File: config.mk
export PLATFORM = sky130hd
export DESIGN_NAME = bsg_upstream_io_tx
export DESIGN_NICKNAME = d
export VERILOG_FILES = /design/src/rtl/bsg_upstream_io_tx.sv
export SDC_FILE = /design/constraint.sdc
export NUM_CORES = 1
export LEC_CHECK = 0
export ABC_AREA = 1
export CORE_UTILIZATION = 35
export DETAILED_ROUTE_END_ITERATION = 16
export GPL_ROUTABILITY_DRIVEN = 0
export REMOVE_ABC_BUFFERS = 1
export SLEW_MARGIN = 20
export SYNTH_ARGS = -nofsm -noshare
export SYNTH_HDL_FRONTEND = slang
export SYNTH_SLANG_ARGS = --single-unit
export TNS_END_PERCENT = 20
File: constraint.sdc
create_clock -name clk -period 2.8 [get_ports clk]
set_input_delay 0.42 -clock clk [delete_from_list [all_inputs] [get_ports clk]]
set_output_delay 0.42 -clock clk [all_outputs]
set_load 0.01 [all_outputs]
File: src/rtl/bsg_upstream_io_tx.sv
// I/O-side transmit stage of the BSG upstream link: serializes a captured 64-bit
// word onto two 8-bit channels over four beats, with credit-based flow control.
module bsg_upstream_io_tx #(
  parameter int CH_W    = 8,
  parameter int NUM_CH  = 2,
  parameter int CREDITS = 16,
  parameter int CNT_W   = 7
) (
  input  logic             clk,
  input  logic             rst,
  input  logic             child_valid,
  output logic             child_ready,
  input  logic [31:0]      data_cycle_0,
  input  logic [31:0]      data_cycle_1,
  input  logic             io_token,
  output logic             io_valid_out,
  output logic [CH_W-1:0]  io_data_out_ch0,
  output logic [CH_W-1:0]  io_data_out_ch1,
  output logic [CNT_W-1:0] sent_cnt,
  output logic [CNT_W-1:0] finish_cnt,
  output logic             credit_err
);

  localparam int BEAT_W = CH_W * NUM_CH;

  localparam logic [2:0] IDLE = 3'd0;
  localparam logic [2:0] B0   = 3'd1;
  localparam logic [2:0] B1   = 3'd2;
  localparam logic [2:0] B2   = 3'd3;
  localparam logic [2:0] B3   = 3'd4;

  logic [2:0]        state_r;
  logic [2:0]        state_next_s;
  logic [63:0]       hold_r;
  logic [63:0]       hold_next_s;
  logic [CNT_W-1:0]  sent_r;
  logic [CNT_W-1:0]  finish_r;
  logic [CNT_W-1:0]  sent_next_s;
  logic [CNT_W-1:0]  finish_next_s;
  logic [CNT_W-1:0]  outstanding_s;
  logic              err_r;
  logic              err_next_s;
  logic              valid_r;
  logic              valid_next_s;
  logic [BEAT_W-1:0] beat_r;
  logic [BEAT_W-1:0] beat_next_s;
  logic              ready_s;
  logic              accept_s;

  // Credit accounting uses only registered counters; same-cycle tokens are not counted.
  always_comb begin
    outstanding_s = sent_r - finish_r;
    if (((state_r == IDLE) || (state_r == B3)) && (outstanding_s < CNT_W'(CREDITS))) begin
      ready_s = 1'b1;
    end else begin
      ready_s = 1'b0;
    end
    accept_s = child_valid & ready_s;
  end

  // Next-state, holding register, beat selection and counter updates.
  always_comb begin
    state_next_s = state_r;
    case (state_r)
      IDLE:    state_next_s = accept_s ? B0 : IDLE;
      B0:      state_next_s = B1;
      B1:      state_next_s = B2;
      B2:      state_next_s = B3;
      B3:      state_next_s = accept_s ? B0 : IDLE;
      default: state_next_s = IDLE;
    endcase

    if (accept_s) begin
      hold_next_s = {data_cycle_1, data_cycle_0};
    end else begin
      hold_next_s = hold_r;
    end

    // Beat is chosen from the next state so the outputs can be registered.
    valid_next_s = 1'b1;
    case (state_next_s)
      B0:      beat_next_s = hold_next_s[15:0];
      B1:      beat_next_s = hold_next_s[31:16];
      B2:      beat_next_s = hold_next_s[47:32];
      B3:      beat_next_s = hold_next_s[63:48];
      default: begin
        beat_next_s  = {BEAT_W{1'b0}};
        valid_next_s = 1'b0;
      end
    endcase

    if (accept_s) begin
      sent_next_s = sent_r + {{(CNT_W-1){1'b0}}, 1'b1};
    end else begin
      sent_next_s = sent_r;
    end

    if (io_token && (outstanding_s != {CNT_W{1'b0}})) begin
      finish_next_s = finish_r + {{(CNT_W-1){1'b0}}, 1'b1};
      err_next_s    = err_r;
    end else if (io_token) begin
      finish_next_s = finish_r;
      err_next_s    = 1'b1;
    end else begin
      finish_next_s = finish_r;
      err_next_s    = err_r;
    end
  end

  // State and output registers.
  always_ff @(posedge clk or negedge rst) begin
    if (!rst) begin
      state_r  <= IDLE;
      hold_r   <= 64'h0;
      sent_r   <= {CNT_W{1'b0}};
      finish_r <= {CNT_W{1'b0}};
      err_r    <= 1'b0;
      valid_r  <= 1'b0;
      beat_r   <= {BEAT_W{1'b0}};
    end else begin
      state_r  <= state_next_s;
      hold_r   <= hold_next_s;
      sent_r   <= sent_next_s;
      finish_r <= finish_next_s;
      err_r    <= err_next_s;
      valid_r  <= valid_next_s;
      beat_r   <= beat_next_s;
    end
  end

  assign child_ready     = ready_s;
  assign io_valid_out    = valid_r;
  assign io_data_out_ch0 = beat_r[CH_W-1:0];
  assign io_data_out_ch1 = beat_r[2*CH_W-1:CH_W];
  assign sent_cnt        = sent_r;
  assign finish_cnt      = finish_r;
  assign credit_err      = err_r;

endmodule

======== Yosys cells after proc, flatten, opt, wreduce, memory -nomap -nowiden ========
Index checks and enable logic that the tools add are counted.
storage, ports and cells
  bits in registers ....................... 99
  output and inout port bits .............. 33
  logic and storage cells ................. 35
cells by class
  add/subtract/negate cells ............... 3
  magnitude comparators ................... 1
  equal/unequal tests ..................... 8
  multiplexer cells ....................... 6
  bitwise logic cells ..................... 2
  reductions and logical operators ........ 8
operators with widths
  operator             number
  $mux 64              1
  $pmux 16 s4          1
  $add 7x1->7 const B  2
  $eq 3x2->1 const B   4
  $pmux 3 s4           1
  $lt 7x5->1 const B   1
  $reduce_bool 7->1    1
  $sub 7x7->7          1
  $eq 3x1->1 const B   2
  $eq 3x3->1 const B   2
  $reduce_or 4->1      1
  $logic_not 3->1      1
  $mux 1               3
  $logic_and 1x1->1    2
  $reduce_and 2->1     1
  $reduce_or 2->1      1
  $and 1x1->1          1
  $logic_or 1x1->1     1
  $not 1->1            1

======== Logic depth before layout (Yosys ltp) ========
Gate-level depths: netlist of the first run.
  depth in word-level cells ............... 10
  mapped depth ............................ 18

======== Least setup slack after synthesis of the first run ========
Ideal clock, no wire load.
  kind .................................... register to register
  start ................................... register sent_r[0], in the netlist sent_cnt[0]
  end ..................................... register beat_r[0]
  data arrival time ....................... 2.270 ns
  required time ........................... 2.684 ns
  path slack .............................. 0.415 ns
  cell stages (with the launch flop) ...... 19
  buffers on the path ..................... 2
  cells stage by stage .................... dfrtp_1 > inv_1 > ha_1 > inv_1 > fa_1 > nand2_1 > nand2_1 > nand3_1 > nand2_1 > nand2_1 > nand3_2 > nor2_4 > buf_4 > buf_4 > nand4_1 > nand3_1 > nand2_1 > inv_1 > nand2_1
on the way
  word-level cells in the longest chain between the ends .. 9
ends and longest elaborated chain
  element                             RTL line  text
  from (decl)                         36        logic [CNT_W-1:0] sent_r;
  from (signal assigned)              115       sent_r <= {CNT_W{1'b0}};
  from (signal assigned)              123       sent_r <= sent_next_s;
  $sub 7x7->7 *                       52        outstanding_s = sent_r - finish_r;
  $lt 7x5->1 *                        53        if (((state_r == IDLE) || (state_r == B3)) && (outstanding_s < CNT_W'(CREDITS))) begin
  $logic_and 1x1->1 *                 53
  $mux 1 *                            53
  $and 1x1->1 *                       58        accept_s = child_valid & ready_s;
  $mux 1                              65, 69
  $pmux 3 s4                          64        case (state_r)
  $eq 3x3->1 (tied with other cells)  81        case (state_next_s)
  $pmux 16 s4 *                       81
  via beat_next_s[0]                  46        logic [BEAT_W-1:0] beat_next_s;
  to (signal assigned)                119       beat_r <= {BEAT_W{1'b0}};
  to (signal assigned)                127       beat_r <= beat_next_s;
  to (decl)                           45        logic [BEAT_W-1:0] beat_r;
The timed path passes the listed nets; every way through them passes the cells marked *.
A chain may end at the register's enable or synchronous reset.

======== Final worst setup path of the first run ========
  start ................................... register sent_r[0], in the netlist sent_cnt[0]
  end ..................................... register beat_r[3]
The elaborated chain is that of the path after synthesis.

==> results of run 1 <==
## power groups by stage
stage | registers, W | clock network (W) | logic (W)
3_3_place_gp | 0.00189 | 0 | 0.00228
4_1_cts | 0.00188 | 0.00134 | 0.00236
5_1_grt | 0.00193 | 0.00139 | 0.00274
3_5_place_dp | 0.00190 | 0 | 0.00234
2_1_floorplan | 0.00193 | 0 | 0.00132
6_report | 0.00188 | 0.00131 | 0.00242
## per-layer routing
| layer | GRT usage [%] | vias up | part of all wire (%) |
|---|---|---|---|
| met4 | 7.089 | 0 | 1.8 |
| met2 | 29.41 | 124 | 46 |
| met1 | 25.20 | 1956 | 48 |
| met3 | 3.759 | 21 | 4.3 |
| met5 | 0 | - | 0 |
| li1 | - | 2118 | - |
## sequential cells by signal (all words and copies together) (netlist names)
signal / count
hold_r: 48
beat_r: 16
finish_cnt: 7
sent_cnt: 7
state_r: 3
credit_err: 1
io_valid_out: 1
## worst max-delay path, cell delays in order, from the launching register on
cell	delay, ps
dfrtp_1	390
inv_2	70
ha_1	150
inv_2	60
fa_2	360
nand2_1	70
nand2_1	100
nand2_1	90
nand2_1	70
nand2_1	80
nand3_2	110
nor2_4	290
nand3_4	220
clkbuf_16	230
nand2_1	80
nand3_1	80
nand2_1	80
inv_1	40
nand2_1	60
## stage by stage
stage,std cells,power (W),area (um^2)
finish,912,0.005615,6460
global route,912,0.006064,6460
CTS,895,0.005585,6198
detailed placement,879,0.004241,5874
global placement,879,0.004171,5874
floorplan,593,0.003251,4518
## kinds of logic (layout without fill, tap and decap cells)
| kind of cell | after synthesis | count (layout) | share of synthesized area (%) |
|---|---|---|---|
| adder cells (fa/ha/maj) | 9 | 9 | 2.584 |
| AO/OA/AOI/OAI | 7 | 7 | 0.8343 |
| XOR/XNOR | 13 | 13 | 2.449 |
| flip-flops | 83 | 83 | 44.67 |
| AND/OR/NAND/NOR | 327 | 329 | 34.20 |
| buffers and inverters | 181 | 299 | 15.26 |
## layout by cell type (no fill, tap or decap), types with 5 or more instances in the layout
cell / netlist / routed
nand2_1: 153 / 152
dfrtp_1: 83 / 83
nand3_2: 1 / 5
nand3_1: 58 / 56
buf_4: 4 / 18
nand4_1: 54 / 54
clkdlybuf4s50_1: 0 / 97
clkbuf_16: 0 / 12
ha_1: 8 / 8
buf_6: 0 / 5
and2_1: 48 / 48
xor2_1: 8 / 8
xnor2_1: 5 / 5
inv_1: 152 / 150
## final timing paths
| kind | end | slack (ps) | cells past startpoint |
|---|---|---|---|
| min reg2reg | credit_err | 510 | 1 |
| max in group asynchronous | hold_r[20] | 2030 | 2 |
| max reg2reg | beat_r[3] | 110 | 18 |
| max | beat_r[3] | 110 | 18 |
| min | sent_cnt[5] | 140 | 1 |
| min in group clk | credit_err | 510 | 1 |
## what timing repair did
action / in CTS / in global routing
gates cloned: 0 / 5
endpoints found under the hold margin: 0 / 0
setup endpoints to repair: 1 / 29
gates resized for setup: 5 / 20
buffers inserted: 0 / 12
pin swaps: 0 / 4
## area by class of cell
type                       count  area [um^2]
clock buffer                  12        256.5
clock inverter                 4        72.57
fill                        1217         6314
inverter                     154        583.1
multi-input combinational    358         1928
sequential                    83         2077
tap                          172        215.2
timing repair buffer         129         1328
==> key figures, run 1 <==
Status
  – Status: finished, final reports clean

GRT
  – GRT overflow: 0
  – Largest net degree at the start of global routing: 54
  – Total track usage: 18.64%
  – Number of global-route vias before repair: 4001
  – First-pass GRT wire length: 19400 um
  – Initial antenna violation count: 0

Floorplan
  – Die Y-Extent: 117.3 um
  – Placeable Area: 12770 um^2
  – Cell Rows: 41
  – Die Area: 13750 um^2
  – Starting Density: 36.40%
  – Number of top-level pins: 101
  – Die width: 117.3 um

Power and ir drop
  – Comb power frac: 43.2%
  – Switching Power: 0.002028 W
  – Maximum VDD drop: 0.3693 mV
  – Sequential group share of total power: 33.4%
  – Sw Ratio: 36.12%
  – Leak: 3.290 nW
  – Pwr Density: 869.2 nW/um^2
  – Int Pwr: 0.003587 W
  – Power share of the clock group: 23.4%

CTS
  – Root Buffer: clkbuf_16
  – Clock Pin Slew Worst Setup and Hold Paths: 60 ps
  – Htree depth: 3
  – # clock sinks: 83
  – Post-CTS Hold Buffers: 0
  – TritonCTS Buffers: 9
  – CTS tree: yes
  – CTS Buffer Depth: 2
  – Clock latency on the worst-skew pair: 340 ps

Logic synthesis
  – Synthesis Warnings: 0
  – Post-synthesis register bit count: 83
  – Synth area leaders: dfrtp_1, nand2_1, inv_1
  – Most common flop cell mapped by yosys: dfrtp_1
  – Avg Inst Size Synth: 7.499 um^2
  – Most common cell in the netlist: nand2_1
  – Synth async-reset ratio: 100.0%
  – Library cells used by synthesis: 24
  – Cells after Synth: 620
  – Post-synth top area share: 44.67%
  – Post-synth top area cell: dfrtp_1
  – Post-synth top cells: nand2_1, inv_1, dfrtp_1
  – Sequential element share of the synthesized area: 44.67%
  – Synth Cell Area: 4649 um^2
  – Number of flops mapped to enable cells by yosys: 0

Timing
  – Crit path time final: 2693 ps
  – Worst Skew: 4.418 ps
  – Fin worst setup slack: 107.4 ps
  – Hold Vio Cnt, Final: 0
  – Final Slew Violations: 0
  – Tcrit/Tclk final: 96.16%
  – Worst hold margin: 135.4 ps
  – Final setup violation count: 0
  – Unrepaired setup endpoints after global routing: yes
  – Max_slew headroom: 51.53%
  – Setup tns final: 0 ps
  – Max Freq: 371.4 MHz
  – Slew @ Worst Pin: 727.0 ps

Min path
  – Hold Crit Class: primary input to async pin

Drt
  – Final ANT Viol Nets: 0
  – Vias: 4219
  – DR WL/cell: 13.49 um
  – Vias/cell: 4.626
  – Router iterations before antenna repair: 4
  – DR iter-0 viols: 241
  – Routed WL: 12300 um
  – DRC viols: 0

Critical path
  – RR Startpoint: sent_cnt[0]
  – Class of the most critical setup path: flop to flop
  – Worst path required time: 3070 ps
  – Crit path from: sent_cnt[0]
  – Startpoint types: flop
  – Crit-path max FO: 9
  – WP data arrival: 2970 ps
  – Crit end category: flop

Placed design
  – Pre-CTS setup slack: 36.30 ps
  – I/O Buffers: 100
  – Detailed Place HPWL: 8079 um

Layout
  – Layout cells sized above 1: 9.054%
  – Layout Nets: 812
  – Post-layout util: 50.57%
  – Number of inserted diodes: 0
  – Area Overhead vs Synth: 38.94%

Job
  – Max-cap violations: 0
Power figures use the tool's default switching activity.
==> run 2, diff against run 1 <==
clock period = 2.6 ns   (was 2.8 ns; I/O delays follow)
==> key figures, run 2 (synthesis results as in run 1) <==
Status
  – Status: finished, violations left
  – Failing checks: negative setup slack

Timing
  – Final Slew Violations: 0
  – Slew @ Worst Pin: 541.3 ps
  – Max Freq: 381.9 MHz
  – Hold Vio Cnt, Final: 0
  – Tcrit/Tclk final: 100.7%
  – Max_slew headroom: 63.72%
  – Fin worst setup slack: -18.56 ps
  – Worst Skew: 9.517 ps
  – Final setup violation count: 1
  – Setup tns final: -18.56 ps
  – Unrepaired setup endpoints after global routing: yes
  – Crit path time final: 2619 ps

Drt
  – DR WL/cell: 13.94 um
  – Final ANT Viol Nets: 0
  – Routed WL: 12910 um
  – DR iter-0 viols: 239
  – DRC viols: 0
  – Vias: 4275
  – Vias/cell: 4.617
  – Router iterations before antenna repair: 4

Layout
  – Number of flip-flops in the largest register: 48
  – Final Cell Area: 6684 um^2
  – Largest regs: hold_r (48), beat_r (16)
  – Layout cells sized above 1: 13.79%
  – Commonest non-fill, non-tap cells in the layout: inv_1, nand2_1, clkdlybuf4s50_1
  – Layout Nets: 827
  – Number of inserted diodes: 0
  – Most common cell after layout, fill and taps aside: inv_1
  – Area Overhead vs Synth: 43.76%
  – Reg with most FFs: hold_r

Critical path
  – Critical-path cell list: inv_2 -> ha_4 -> inv_2 -> fa_2 -> nand2_2 -> nand2_2 -> nand3_2 -> nand2_1 -> nand2_1 -> nand3_2 -> buf_6 -> nor2_4 -> nand3_4 -> buf_6 -> buf_12 -> nor2_4 -> nand2_2 -> xnor2_2
  – R2r setup slk: -20 ps
  – Most used cell, CP: nand2_2
  – Startpoint types: flop
  – Worst path required time: 2820 ps
  – WP data arrival: 2840 ps
  – Reg2reg end: sent_cnt[4]
  – CP max stage cell: dfrtp_1
  – Crit end category: flop
  – Crit path from: sent_cnt[0]
  – Worst setup endpoint: sent_cnt[4]
  – Crit-path max FO: 6
  – Max stage delay on crit path: 380 ps
  – RR Startpoint: sent_cnt[0]
  – Class of the most critical setup path: flop to flop
  – R2r worst-path depth: 18

Power and ir drop
  – Pwr Density: 901.0 nW/um^2
  – Maximum VDD drop: 0.4025 mV
  – Leak: 3.399 nW

Floorplan
  – Starting Density: 36.40%
  – Die width: 117.3 um
  – Placeable Area: 12770 um^2
  – Die Y-Extent: 117.3 um
  – Die Area: 13750 um^2
  – Number of top-level pins: 101
  – Cell Rows: 41

CTS
  – # clock sinks: 83
  – CTS tree: yes
  – CTS Buffer Depth: 2
  – Post-CTS Hold Buffers: 0
  – Htree depth: 3
  – TritonCTS Buffers: 9
  – Clock latency on the worst-skew pair: 340 ps
  – Root Buffer: clkbuf_16
  – Clock Pin Slew Worst Setup and Hold Paths: 60 ps

Min path
  – Hold Crit Class: primary input to async pin

Placed design
  – I/O Buffers: 100
  – Detailed Place HPWL: 8536 um
  – Cell Area, Placed: 5967 um^2

GRT
  – First-pass GRT wire length: 19640 um
  – Total track usage: 18.83%
  – Largest net degree at the start of global routing: 37
  – Initial antenna violation count: 0
  – Number of global-route vias before repair: 4113
  – GRT overflow: 0

Job
  – Max-cap violations: 0
run 2: worst min path at each step:
stage | end | cells past startpoint
6_report | sent_cnt[3] | 1
5_1_grt | sent_cnt[3] | 1
4_1_cts | hold_r[26] | 1
3_5_place_dp | sent_cnt[3] | 1
3_3_place_gp | sent_cnt[3] | 1
2_1_floorplan | beat_r[0] | 0
run 2: through the flow:
step / hold WS (ps) / std cells / util (%) / total power [W] / setup slack, ps
after CTS: 23.41 / 908 / 48.98 / 0.005891 / 34.54
after floorplan: 94.41 / 593 / - / 0.003501 / -750.3
after global routing: 43.70 / 926 / 52.33 / 0.006490 / -139.4
after detailed placement: 386.1 / 893 / 46.71 / 0.004643 / -170.4
after global placement: 377.1 / 893 / 46.71 / 0.004574 / -63.19
final: 12.87 / 926 / 52.33 / 0.006022 / -18.56
run 2: final cells by class:
type                       instances  area (um^2)
clock buffer                      14        264.0
clock inverter                     1        8.758
fill                            1193         6090
inverter                         154        583.1
multi-input combinational        356         2002
sequential                        83         2077
tap                              172        215.2
timing repair buffer             146         1534
run 2: critical path: cells and delay by family, from the launching register on:
| family | cells | cell delay (ps) |
|---|---|---|
| adder cells (fa/ha/maj) | 2 | 490 |
| flip-flops | 1 | 380 |
| buffers and inverters | 5 | 540 |
| XOR/XNOR | 1 | 120 |
| AND/OR/NAND/NOR | 10 | 970 |
run 2: power breakdown:
group	total, W	internal, W	leakage, nW	switching, W
combinational	0.00281	0.00131	2.40	0.00150
sequential	0.00201	0.00179	0.866	0.000219
clock	0.00120	0.000697	0.133	0.000500
total	0.00602	0.00380	3.40	0.00222
run 2: per-layer routing:
metal | track usage (%) | share of wire, % | vias to the layer above
met5 | 0 | 0 | -
met1 | 24.51 | 47 | 2008
met2 | 31.61 | 48 | 113
met3 | 4.325 | 4.5 | 10
li1 | - | - | 2144
met4 | 4.726 | 0.79 | 0
run 2: repair_timing:
item                                    CTS  global route
gates cloned                              0             7
resized for setup                        10            52
pin swaps                                 0            25
endpoints found under the setup margin   18            41
setup buffers                             0            11
==> run 3, diff against run 2 <==
CTS_CLUSTER_SIZE = 25   (was not set)
clock period = 3.3 ns   (was 2.6 ns; I/O delays follow)
==> key figures, run 3 (synthesis results as in run 1) <==
Min path
  – Hold Crit Class: primary input to async pin

Placed design
  – Pre-CTS setup slack: 274.3 ps
  – I/O Buffers: 100
  – Detailed Place HPWL: 7403 um
  – Cell Area, Placed: 5797 um^2

GRT
  – Total track usage: 18.07%
  – First-pass GRT wire length: 18930 um
  – GRT overflow: 0
  – Number of global-route vias before repair: 3945
  – Largest net degree at the start of global routing: 84
  – Initial antenna violation count: 0

Drt
  – DR WL/cell: 12.81 um
  – Routed WL: 11380 um
  – Vias: 4033
  – DR iter-0 viols: 215
  – Final ANT Viol Nets: 0
  – Vias/cell: 4.542
  – DRC viols: 0
  – Router iterations before antenna repair: 4

Timing
  – Slew @ Worst Pin: 987.8 ps
  – Hold Vio Cnt, Final: 0
  – Final Slew Violations: 0
  – Worst Skew: 2.655 ps
  – Max Freq: 342.4 MHz
  – Unrepaired setup endpoints after global routing: no
  – Tcrit/Tclk final: 88.49%
  – Fin worst setup slack: 379.7 ps
  – Crit path time final: 2920 ps
  – Max_slew headroom: 34.08%
  – Final setup violation count: 0

Critical path
  – Most used cell, CP: nand2_1
  – Top Family by Delay on Critical Path: simple AND/OR/NAND/NOR gates
  – CP max stage cell: inv_2
  – Worst path required time: 3580 ps
  – Critical-path cell list: inv_1 -> ha_1 -> inv_1 -> fa_1 -> nand2_1 -> nand2_1 -> nand3_1 -> nand2_1 -> nand2_1 -> nand3_2 -> nor2_4 -> nand3_4 -> inv_2 -> nand2_1 -> nand2_1 -> inv_1 -> nand2_1
  – Max stage delay on crit path: 490 ps
  – Crit-path max FO: 32
  – Startpoint types: flop
  – Bufs and invs on worst path: 4
  – Crit end category: flop
  – Class of the most critical setup path: flop to flop
  – WP data arrival: 3200 ps

Layout
  – Largest regs: hold_r (48), beat_r (16)
  – Final Cell Area: 6108 um^2
  – Number of inserted diodes: 0
  – Area Overhead vs Synth: 31.38%
  – Reg with most FFs: hold_r
  – Number of flip-flops in the largest register: 48
  – Most common cell after layout, fill and taps aside: nand2_1
  – Filler cells: 1264
  – Layout Nets: 788
  – Layout cells sized above 1: 5.028%
  – Commonest non-fill, non-tap cells in the layout: nand2_1, inv_1, clkdlybuf4s50_1

Floorplan
  – Die Y-Extent: 117.3 um
  – Number of top-level pins: 101
  – Placeable Area: 12770 um^2
  – Starting Density: 36.40%
  – Die width: 117.3 um
  – Cell Rows: 41
  – Die Area: 13750 um^2

CTS
  – CTS tree: yes
  – # clock sinks: 83
  – Clock Pin Slew Worst Setup and Hold Paths: 60 ps
  – Root Buffer: clkbuf_16
  – Htree depth: 3
  – CTS Buffer Depth: 2
  – Postcts setup bufs: 0
  – Clock latency on the worst-skew pair: 340 ps
  – TritonCTS Buffers: 9

Job
  – Max-cap violations: 0

Status
  – Status: finished, final reports clean

Power and ir drop
  – Leak: 3.144 nW
  – Pwr Density: 742.2 nW/um^2
  – Maximum VDD drop: 0.3378 mV
-- run 3: path summary, 6_finish.rpt --
check	from	end	slack, ps	cells past startpoint
max reg2reg	sent_cnt[0]	beat_r[12]	380	17
max in group asynchronous	rst	beat_r[15]	2560	1
min reg2reg	credit_err	credit_err	490	1
min in group clk	credit_err	credit_err	490	1
min	rst	finish_cnt[3]	180	1
max	sent_cnt[0]	beat_r[12]	380	17
-- run 3: area by class of cell --
| type | count | area, um^2 | share of cell area [%] |
|---|---|---|---|
| clock buffers | 11 | 242.7 | 3.974 |
| clock inverters | 5 | 52.55 | 0.8603 |
| inverters | 154 | 578.1 | 9.463 |
| multi-input cells | 356 | 1887 | 30.89 |
| flip-flops and latches | 83 | 2077 | 34.00 |
| well taps | 172 | 215.2 | 3.523 |
| repair buffers | 107 | 1056 | 17.29 |
-- run 3: where the power goes --
group          switching [W]  internal, W
Combinational        0.00107     0.000864
Clock               0.000407     0.000603
Sequential          0.000182      0.00141
-- run 3: timing repair --
item,CTS,global route
resized for setup,1,2
hold buffers,0,0
endpoints found under the setup margin,1,2
-- run 3: per-layer routing --
| layer | vias up | share of wire [%] | GRT usage [%] |
|---|---|---|---|
| li1 | 2066 | - | - |
| met1 | 1840 | 47 | 24.26 |
| met2 | 118 | 46 | 29.80 |
| met3 | 9 | 5.5 | 3.502 |
| met4 | 0 | 1.1 | 4.810 |
| met5 | - | 0 | 0 |
-- run 3: per-stage QoR --
| step | utilization (%) | cells | hold slack (ps) | total power (W) | setup TNS, ps |
|---|---|---|---|---|---|
| 5_1_grt | 47.82 | 888 | 283.3 | 0.004924 | 0 |
| 3_5_place_dp | 45.38 | 872 | 483.7 | 0.003538 | 0 |
| 4_1_cts | 47.74 | 888 | 401.3 | 0.004586 | 0 |
| 6_report | 47.82 | 888 | 182.8 | 0.004533 | 0 |
| 3_3_place_gp | 45.38 | 872 | 490.2 | 0.003493 | 0 |
| 2_1_floorplan | - | 593 | 199.4 | 0.002758 | -840.5 |
